--- config.mk ---
export PLATFORM = sky130hd
export DESIGN_NAME = pipe_hazard_ctrl
export DESIGN_NICKNAME = d
export VERILOG_FILES = /design/src/rtl/pipe_hazard_ctrl.sv
export SDC_FILE = /design/constraint.sdc
export NUM_CORES = 1
export LEC_CHECK = 0
export ABC_AREA = 0
export CORE_MARGIN = 4
export CORE_UTILIZATION = 47
export CTS_CLUSTER_SIZE = 25
export DETAILED_ROUTE_END_ITERATION = 8
export PLACE_DENSITY = 0.85
export SLEW_MARGIN = 30
export SYNTH_ARGS = -nofsm -noshare
export SYNTH_HDL_FRONTEND = slang
export SYNTH_SLANG_ARGS = --single-unit
--- constraint.sdc ---
create_clock -name clk -period 3.8 [get_ports clk]
set_input_delay 0.38 -clock clk [delete_from_list [all_inputs] [get_ports clk]]
set_output_delay 0.38 -clock clk [all_outputs]
set_load 0.05 [all_outputs]
--- src/rtl/pipe_hazard_ctrl.sv ---
// Stall/flush sequencer for the 5-stage pipeline: load-use bubbles, MEM-stage branch
// flushes and variable-latency data memory waits with a bounded timeout.
module pipe_hazard_ctrl #(
    parameter int MEM_TIMEOUT = 16,
    parameter int CNT_W       = 16
) (
    input  logic             clk,
    input  logic             rst,
    input  logic             idex_memread,
    input  logic [4:0]       idex_rt,
    input  logic [4:0]       ifid_rs,
    input  logic [4:0]       ifid_rt,
    input  logic             exmem_branch,
    input  logic             exmem_zero,
    input  logic             exmem_memrd,
    input  logic             exmem_memwr,
    input  logic             mem_ready,
    output logic             pc_en,
    output logic             ifid_en,
    output logic             idex_en,
    output logic             exmem_en,
    output logic             memwb_en,
    output logic             ifid_flush,
    output logic             idex_flush,
    output logic             exmem_flush,
    output logic             memwb_flush,
    output logic             pc_src,
    output logic             mem_wait,
    output logic             mem_err,
    output logic [CNT_W-1:0] stall_cycles,
    output logic [CNT_W-1:0] flush_events
);

    localparam int WCW = $clog2(MEM_TIMEOUT + 1);
    localparam logic [WCW-1:0] TIMEOUT_V = WCW'(MEM_TIMEOUT);

    typedef enum logic [0:0] {
        ST_RUN  = 1'b0,
        ST_WAIT = 1'b1
    } state_t;

    state_t           r_state;
    state_t           w_stateNext;
    logic [WCW-1:0]   r_waitCnt;
    logic [WCW-1:0]   w_waitCntNext;
    logic             r_memErr;
    logic             w_memErrNext;
    logic             r_luPrev;
    logic [CNT_W-1:0] r_stallCycles;
    logic [CNT_W-1:0] r_flushEvents;

    logic w_memReq;
    logic w_freeze;
    logic w_timedOut;
    logic w_branch;
    logic w_loadUse;
    logic w_rawMatch;

    assign w_memReq   = exmem_memrd | exmem_memwr;
    assign w_rawMatch = (idex_rt == ifid_rs) | (idex_rt == ifid_rt);

    // Event priority: freeze beats branch beats load-use; deferred events re-appear once MEM advances.
    assign w_freeze   = ((r_state == ST_RUN)  & w_memReq & ~mem_ready) |
                        ((r_state == ST_WAIT) & ~mem_ready & (r_waitCnt < TIMEOUT_V));
    assign w_timedOut = (r_state == ST_WAIT) & ~mem_ready & (r_waitCnt >= TIMEOUT_V);
    assign w_branch   = ~w_freeze & exmem_branch & exmem_zero;
    assign w_loadUse  = ~w_freeze & ~w_branch & ~r_luPrev & idex_memread &
                        (idex_rt != 5'd0) & w_rawMatch;

    always_comb begin
        pc_en       = 1'b1;
        ifid_en     = 1'b1;
        idex_en     = 1'b1;
        exmem_en    = 1'b1;
        memwb_en    = 1'b1;
        ifid_flush  = 1'b0;
        idex_flush  = 1'b0;
        exmem_flush = 1'b0;
        memwb_flush = 1'b0;
        pc_src      = 1'b0;
        if (rst) begin
            pc_en    = 1'b0;
            ifid_en  = 1'b0;
            idex_en  = 1'b0;
            exmem_en = 1'b0;
            memwb_en = 1'b0;
        end else if (w_freeze) begin
            // Everything up to MEM holds; WB gets a bubble so the stalled access is not retired twice.
            pc_en       = 1'b0;
            ifid_en     = 1'b0;
            idex_en     = 1'b0;
            exmem_en    = 1'b0;
            memwb_flush = 1'b1;
        end else if (w_branch) begin
            pc_src      = 1'b1;
            ifid_flush  = 1'b1;
            idex_flush  = 1'b1;
            exmem_flush = 1'b1;
        end else if (w_loadUse) begin
            pc_en      = 1'b0;
            ifid_en    = 1'b0;
            idex_flush = 1'b1;
        end
    end

    always_comb begin
        w_stateNext   = r_state;
        w_waitCntNext = r_waitCnt;
        w_memErrNext  = r_memErr;
        case (r_state)
            ST_RUN: begin
                if (w_freeze) begin
                    w_stateNext   = ST_WAIT;
                    w_waitCntNext = WCW'(1);
                end
            end
            ST_WAIT: begin
                if (w_freeze) begin
                    w_waitCntNext = r_waitCnt + 1'b1;
                end else begin
                    w_stateNext   = ST_RUN;
                    w_waitCntNext = '0;
                    if (w_timedOut) begin
                        w_memErrNext = 1'b1;
                    end
                end
            end
            default: begin
                w_stateNext   = ST_RUN;
                w_waitCntNext = '0;
            end
        endcase
    end

    always_ff @(posedge clk) begin
        if (rst) begin
            r_state       <= ST_RUN;
            r_waitCnt     <= '0;
            r_memErr      <= 1'b0;
            r_luPrev      <= 1'b0;
            r_stallCycles <= '0;
            r_flushEvents <= '0;
        end else begin
            r_state   <= w_stateNext;
            r_waitCnt <= w_waitCntNext;
            r_memErr  <= w_memErrNext;
            // A load-use bubble is one cycle only; the next cycle proceeds even if inputs still match.
            r_luPrev  <= w_loadUse;
            if (!pc_en && (r_stallCycles != {CNT_W{1'b1}})) begin
                r_stallCycles <= r_stallCycles + 1'b1;
            end
            if (w_branch && (r_flushEvents != {CNT_W{1'b1}})) begin
                r_flushEvents <= r_flushEvents + 1'b1;
            end
        end
    end

    assign mem_wait     = (r_state == ST_WAIT);
    assign mem_err      = r_memErr;
    assign stall_cycles = r_stallCycles;
    assign flush_events = r_flushEvents;

endmodule

# After elaboration in Yosys (flattened, before gate mapping)
# Cells that the tools add are included.
[totals] register_bits=40 input_bits=23 word_cells=60
[classes] n_addsub=3 order_cmp=2 n_eq_ne=5 n_mux=19 bitwise=20 n_reduce_logical=5
[ops] op="$add 16x1->16 const B" n=2
[ops] op="$ne 16x16->1 const B" n=2
[ops] op="$mux 1" n=16
[ops] op="$and 1x1->1" n=12
[ops] op="$eq 5x5->1" n=2
[ops] op="$mux 5" n=2
[ops] op="$pmux 5 s2" n=1
[ops] op="$add 5x1->5 const B" n=1
[ops] op="$ge 5x5->1 const B" n=1
[ops] op="$lt 5x5->1 const B" n=1
[ops] op="$not 1->1" n=5
[ops] op="$reduce_bool 5->1" n=1
[ops] op="$or 1x1->1" n=3
[ops] op="$reduce_and 3->1" n=1
[ops] op="$logic_and 1x1->1" n=2
[ops] op="$ne 2x2->1 const B" n=1
[ops] op="$logic_not 1->1" n=1

# Longest topological paths before layout
# Gate-level depths: netlist of run 1.
[logic_depth] depth_word=19 ltp_mapped=7

# Worst setup path after synthesis of run 1
# OpenSTA, ideal clock, no wires.
[synth_timing] kind="register to output" startpoint="register r_state, in the netlist mem_wait" endpoint="output ifid_flush" arrival_ns=2.240 required_time_ns=3.420 slack_ns=1.180 stages_incl_launch_ff=6 cell_sequence="dfxtp_1 or3_4 nand2_1 nand2_1 nor2_1 buf_4"
[synth_via] elab_chain_cells=10 word_cells_on_any_way=12 cone_classes="mux (3); bitwise (9)"
[synth_rtl] item="start: declaration" line_no="42" rtl="state_t r_state;"
[synth_rtl] item="start signal: assignment" line_no="144" rtl="r_state <= w_stateNext;"
[synth_rtl] item="$not 1->1"
[synth_rtl] item="$and 1x1->1 (2 in series)" line_no="63" rtl="assign w_freeze = ((r_state == ST_RUN) & w_memReq & ~mem_ready) |"
[synth_rtl] item="$or 1x1->1 *" line_no="63"
[synth_rtl] item="$not 1->1 (no line)"
[synth_rtl] item="$and 1x1->1 (2 in series)" line_no="66" rtl="assign w_branch = ~w_freeze & exmem_branch & exmem_zero;"
[synth_rtl] item="$mux 1"
[synth_rtl] item="$mux 1 * (2 in series)"
[synth_rtl] item="end: declaration" line_no="23" rtl="output logic ifid_flush,"
# Mark *: on every way between the ends. The rest lies on a longest branch, timed or not.

# Final worst setup path of run 1
[layout_timing] startpoint="input idex_rt[3]" endpoint="output pc_en"
[layout_via] elab_chain_cells=7 word_cells_on_any_way=10 cone_classes="eq/ne (2); mux (4); bitwise (3); reduce/logical (1)"
[layout_rtl] item="start: declaration" line_no="10" rtl="input logic [4:0] idex_rt,"
[layout_rtl] item="$eq 5x5->1 or $reduce_bool 5->1 (tied branches)" line_no="60, 68"
[layout_rtl] item="$or 1x1->1 or $and 1x1->1 (tied branches)" line_no="60, 67"
[layout_rtl] item="$and 1x1->1 *" line_no="68" rtl="(idex_rt != 5'd0) & w_rawMatch;"
[layout_rtl] item="$mux 1 *" line_no="99" rtl="end else if (w_loadUse) begin"
[layout_rtl] item="$mux 1 *" line_no="94" rtl="end else if (w_branch) begin"
[layout_rtl] item="$mux 1 *" line_no="87" rtl="end else if (w_freeze) begin"
[layout_rtl] item="$mux 1 *" line_no="81" rtl="if (rst) begin"
[layout_rtl] item="end: declaration" line_no="18" rtl="output logic pc_en,"
# Marks and branches as above.

==> flow_metrics.tcl, run 1 <==
set metrics [dict create \
    grt_overflow 0 \
    cts_tree "built" \
    fin_nets 344 \
    avgSynthCellArea_sq_um 8.21 \
    clock_latency_ps 290 \
    finalCoreUtilization_pct 69.1 \
    power_mw 0.866 \
    ant_nets 0 \
    cts_resized 0 \
    die_y_microns 74.5 \
    path_clk_slew_ps 80 \
    critical_path_class "primary input to output port" \
    dpl.hpwl_microns 3810 \
    drc 0 \
    holdCritStartpoint "mem_err" \
    track_usage_pct 19.4 \
    syn-num-nets 279 \
    pin_count 67 \
    fin_ws_ps 963 \
    hold_class "flop to flop" \
    hold-path-cell-count 2 \
    max_slew.worst_pin.slew_ps 677 \
    cp_max_fo 25 \
    timing.hold.ws_ps 483 \
    postCtsHoldBufs 0 \
    status "finished, final reports clean" \
    async_reset_ff_share_pct 0 \
    rr_endpoint "stall_cycles[4]" \
    synth_edf_count 0 \
    via_per_inst 5.52 \
    hold_viol_final 0 \
    worstHoldEndpoint "mem_err" \
    rrSetupSlack_ps 1660 \
    antenna_found_initial 0 \
    firstDrtPassIters 4 \
    post_drt_wl_per_cell_microns 13.6 \
    mostFrequentLayoutCells "clkdlybuf4s50_1 (60), dfxtp_1 (40), nor2_1 (28)" \
    layout_commonest_cell "clkdlybuf4s50_1" \
    syn_to_final_growth_pct 37.7 \
    rows 23 \
    powerDensity_nw_per_um2 302 \
    grt_pass1_vias 1934 \
    cts_root_buf "clkbuf_8" \
    htreeDepth 2 \
    io_buffer_count 66 \
    drive_gt1_share_pct 8.78 \
    startpoint_type "primary input" \
    cts_buffer_depth 2 \
    min_period_over_period_pct 74.7 \
    coreArea_sq_um 4140 \
    end_kind "output port" \
    crit-reg2reg-launch "mem_wait" \
    maxCapViolations 0 \
    power.leakage_nw 0.958 \
    synth_ff_type "dfxtp_1" \
    cts_buffers 5 \
    grt_pass1_wl_microns 8510 \
    post-cts-setup-buffer-count 0 \
    totalWireLength_microns 5030 \
    clkSinkCount 40 \
    setup-violations-final 0 \
    yosys_warnings 0 \
    drt_iter0_drc 145 \
    grt_max_degree 26 \
    pre_cts_ws_ps 961 \
    synthCells 253 \
    slew_headroom_pct 54.8 \
    critPathArrivalTime_ps 2460 \
    die_w_microns 74.5 \
    die_area_sq_um 5550 \
    gp_congestion 0.796 \
    required_ps 3420 \
    peakVddDrop_mv 0.238 \
    worstRegToRegCells 6 \
    syn_area_sq_um 2080 \
    antenna_cells 0 \
    clock_skew_ps 7.21 \
    initial_core_util_pct 50.2 \
    timing.fmax_mhz 353 \
    seq_area_frac_synth_pct 38.5 \
    setup_tns_ps 0 \
    ys_types 44 \
    rsz0062_at_grt "no" \
    synth-seq-cells 40 \
    slew_viol_final 0 \
    min_period_ps 2840 \
    vias 2038 \
]
## worst max path at each step
stage,to,start,slack (ps)
2_1_floorplan,ifid_flush,mem_wait,1180
3_3_place_gp,pc_en,idex_rt[0],1020
3_5_place_dp,pc_en,idex_rt[3],960
4_1_cts,pc_en,idex_rt[3],950
5_1_grt,pc_en,idex_rt[3],860
6_report,pc_en,idex_rt[3],960
## cell families (layout without fill, tap and decap cells)
logic type / count (synthesis) / in the layout / share of synthesized area, %
simple gates: 113 / 113 / 28.1
compound gates: 53 / 53 / 15.5
flops: 40 / 40 / 38.5
xor+xnor: 19 / 19 / 8.01
buf+inv: 19 / 85 / 4.76
mux: 6 / 6 / 3.31
fa+ha+maj: 3 / 3 / 1.81
## per-stage QoR
step | cells | instance area [sq um]
4_1_cts | 369 | 2860
3_3_place_gp | 361 | 2770
6_report | 369 | 2860
3_5_place_dp | 361 | 2770
2_1_floorplan | 253 | 2080
5_1_grt | 369 | 2860
## synthesized netlist by cell type, types with 2 or more instances
| cell | instances | share of area, % |
|---|---|---|
| dfxtp_1 | 40 | 39 |
| nor2_1 | 28 | 5.1 |
| nand2_1 | 26 | 4.7 |
| a21oi_1 | 23 | 5.5 |
| nand4_1 | 15 | 4.5 |
| o21ai_0 | 15 | 3.6 |
| or3_1 | 13 | 3.9 |
| xnor2_1 | 12 | 5.1 |
| nand3_1 | 9 | 2.2 |
| inv_1 | 8 | 1.4 |
| xor2_1 | 7 | 3.0 |
| nor3_1 | 6 | 1.4 |
| buf_4 | 5 | 1.8 |
| clkbuf_1 | 4 | 0.72 |
| ha_1 | 3 | 1.8 |
| mux2_2 | 3 | 1.6 |
| nor2b_1 | 3 | 0.90 |
| o21a_1 | 3 | 1.1 |
| or4_1 | 3 | 1.1 |
| a211oi_1 | 2 | 0.72 |
| mux2i_1 | 2 | 0.96 |
## worst max-delay path, cell delays in order
cell	delay, ps
clkdlybuf4s50_1	480
or4_1	560
o2111ai_2	190
nor2_2	80
a21oi_4	530
buf_12	220
## flip-flops by register name, summed over array words and instances, names as in the netlist
signal        cells
mem_err           1
stall_cycles     16
flush_events     16
r_luPrev          1
mem_wait          1
r_waitCnt         5
## layer usage
layer / vias up / GRT usage, % / part of all wire [%]
met1: 939 / 23.0 / 43
met2: 64 / 33.5 / 49
met3: 4 / 6.76 / 7.8
met4: 0 / 5.14 / 0.85
met5: - / 0 / 0
li1: 1031 / - / -
## cell type report
| type | count | area (sq um) |
|---|---|---|
| tap | 50 | 62.6 |
| fill | 357 | 1280 |
| multi-input combinational | 194 | 1180 |
| clock inverter | 2 | 15.0 |
| inverter | 8 | 30.0 |
| timing repair buffer | 69 | 693 |
| sequential | 40 | 801 |
| clock buffer | 6 | 82.6 |
## power breakdown
group / internal (mW) / switching, mW / leakage, nW
combinational: 0.0592 / 0.0783 / 0.592
sequential: 0.424 / 0.00589 / 0.323
clock: 0.147 / 0.152 / 0.0434
total: 0.630 / 0.236 / 0.958
Note: power is estimated with default switching activity, not from simulation.
==> run 2: changes to the inputs <==
--- a/config.mk
+++ b/config.mk
@@ -7,10 +7,10 @@
 export LEC_CHECK = 0
 export ABC_AREA = 0
 export CORE_MARGIN = 4
-export CORE_UTILIZATION = 47
+export CORE_UTILIZATION = 42
 export CTS_CLUSTER_SIZE = 25
 export DETAILED_ROUTE_END_ITERATION = 8
-export PLACE_DENSITY = 0.85
+export PLACE_DENSITY = 0.81
 export SLEW_MARGIN = 30
 export SYNTH_ARGS = -nofsm -noshare
 export SYNTH_HDL_FRONTEND = slang
==> constraint.sdc (replaced) <==
create_clock -name clk -period 2.6 [get_ports clk]
set_input_delay 0.26 -clock clk [delete_from_list [all_inputs] [get_ports clk]]
set_output_delay 0.26 -clock clk [all_outputs]
set_load 0.05 [all_outputs]
==> run 2 against run 1 <==
Combinational power up 61%. Clock-buffer cell count unchanged. Sequential share of layout area down 1.3 points. Final area up 4.9%. Die area up 11%. Highest routed layer unchanged. Clock skew down 3.6 ps. Global-route usage down 1.0 points. Critical path type unchanged. Total power up 57%. Clock power up 69%. First-iteration DRC count down 17%.
==> flow_metrics.tcl, run 2 (same netlist as run 1, synthesis figures left out) <==
set metrics [dict create \
    cts_buffers 5 \
    rr_endpoint "stall_cycles[9]" \
    rsz0062_at_grt "no" \
    design_area_sq_um 3000 \
    rrSetupSlack_ps 410 \
    drc 0 \
    grt_max_degree 41 \
    place_area_sq_um 2880 \
    gp_congestion 0.840 \
    vias 2075 \
    critical_path_class "primary input to output port" \
    max_stage_delay_ps 570 \
    path_delay_family "buffers and inverters" \
    crit_slowest_cell "or4_1" \
    p_int_mw 1.01 \
    cts_root_buf "clkbuf_8" \
    crit_top_cell "buf_12" \
    layout_commonest_cell "clkdlybuf4s50_1" \
    track_usage_pct 18.4 \
    syn_to_final_growth_pct 44.6 \
    hold_viol_final 0 \
    hold_class "flop to flop" \
    end_kind "output port" \
    initial_core_util_pct 43.7 \
    startpoint_type "primary input" \
    drt_iter0_drc 120 \
    cts_buffer_depth 2 \
    p_clk_share_pct 37.3 \
    worstRegToRegCells 7 \
    p_switching_mw 0.350 \
    io_buffer_count 66 \
    maxCapViolations 0 \
    path_clk_slew_ps 80 \
    postCtsHoldBufs 0 \
    via_per_inst 5.29 \
    totalWireLength_microns 5230 \
    clock_latency_ps 290 \
    htreeDepth 2 \
    clock_skew_ps 3.63 \
    p_seq_share_pct 46.4 \
    slew_headroom_pct 55.3 \
    peakVddDrop_mv 0.237 \
    required_ps 2340 \
    drive_gt1_share_pct 11.4 \
    mostFrequentLayoutCells "clkdlybuf4s50_1 (56), dfxtp_1 (40), nor2_1 (28)" \
    cp-startpoint "idex_rt[0]" \
    rows 25 \
    comb_power_share_pct 16.3 \
    finalCoreUtilization_pct 63.2 \
    ant_nets 0 \
    die_w_microns 78.3 \
    slew_viol_final 0 \
    swShare_pct 25.8 \
    post_drt_wl_per_cell_microns 13.3 \
    status "finished, final reports clean" \
    powerDensity_nw_per_um2 451 \
    path_depth 7 \
    die_area_sq_um 6140 \
    setup_tns_ps 0 \
    crit-reg2reg-launch "stall_cycles[0]" \
    cp_max_fo 9 \
    dpl.hpwl_microns 3920 \
    timing.fmax_mhz 426 \
    antenna_cells 0 \
    clkSinkCount 40 \
    min_period_over_period_pct 90.2 \
    min_period_ps 2350 \
    cts_tree "built" \
    antenna_found_initial 0 \
    grt_overflow 0 \
    grt_pass1_wl_microns 9210 \
    crit_chain "clkdlybuf4s50_1, or4_1, o2111ai_2, nor2_2, a21oi_4, buf_12, buf_12" \
    grt_pass1_vias 2083 \
    fill_cells 429 \
    fin_nets 350 \
    setup-violations-final 0 \
    power.leakage_nw 1.03 \
    max_slew.worst_pin.slew_ps 669 \
    cp_num_buf_inv 3 \
    die_y_microns 78.3 \
    critPathArrivalTime_ps 2090 \
    pin_count 67 \
    coreArea_sq_um 4750 \
    cp-endpoint "ifid_en" \
    firstDrtPassIters 6 \
]
[run 2: cell count changes in the layout (fill, tap and decap cells not counted)]
cell / delta
bufinv_16: +1
buf_4: +4
clkinv_2: +1
buf_12: +6
clkbuf_8: -1
clkinvlp_4: -2
clkbuf_1: +1
clkdlybuf4s50_1: -4
[run 2: cell type report]
type                    instances  area (sq um)  area share (%)
flip-flops and latches         40           801            26.7
multi-input cells             194          1180            39.2
well taps                      67          83.8            2.79
clock buffers                   6          72.6            2.42
clock inverters                 2          35.0            1.17
repair buffers                 75           803            26.7
inverters                       8          30.0            1.00
[run 2: timing repair]
| action | 4_1_cts | 5_1_grt |
|---|---|---|
| setup buffers | 0 | 2 |
| setup endpoints to repair | 0 | 2 |
| resized for setup | 0 | 0 |
| hold endpoints to repair | 0 | 0 |
[run 2: routing by layer]
layer  GRT usage (%)  wire length (microns)
met2            31.3                   2520
met3            4.36                    278
met4            7.34                    111
met5               0                      0
met1            22.3                   2320
[run 2: worst min-delay path by stage]
stage | start | endpoint | depth (start not counted)
2_1_floorplan | r_waitCnt[4] | r_waitCnt[4] | 2
3_3_place_gp | mem_err | mem_err | 2
3_5_place_dp | mem_err | mem_err | 2
4_1_cts | mem_err | mem_err | 2
5_1_grt | mem_err | mem_err | 2
6_report | mem_err | mem_err | 2
[run 2: worst min-delay path: stages (launching register included)]
cell and delay, ps:
dfxtp_1 340, a31oi_1 40, nor2_1 80
[run 2: power groups by stage]
stage          Clock [mW]  Combinational, mW  Sequential, mW
2_1_floorplan           0              0.103           0.662
3_3_place_gp            0              0.214           0.643
3_5_place_dp            0              0.219           0.643
4_1_cts             0.513              0.219           0.629
5_1_grt             0.539              0.236           0.631
6_report            0.505              0.221           0.629
[run 2: through the flow]
stage	hold WS [ps]	total power, mW	setup WS [ps]	cells
after floorplan	459	0.764	100	253
after global placement	458	0.857	117	382
after detailed placement	474	0.862	86.9	382
after CTS	493	1.36	71.9	390
after global routing	529	1.41	158	392
final	496	1.36	254	392
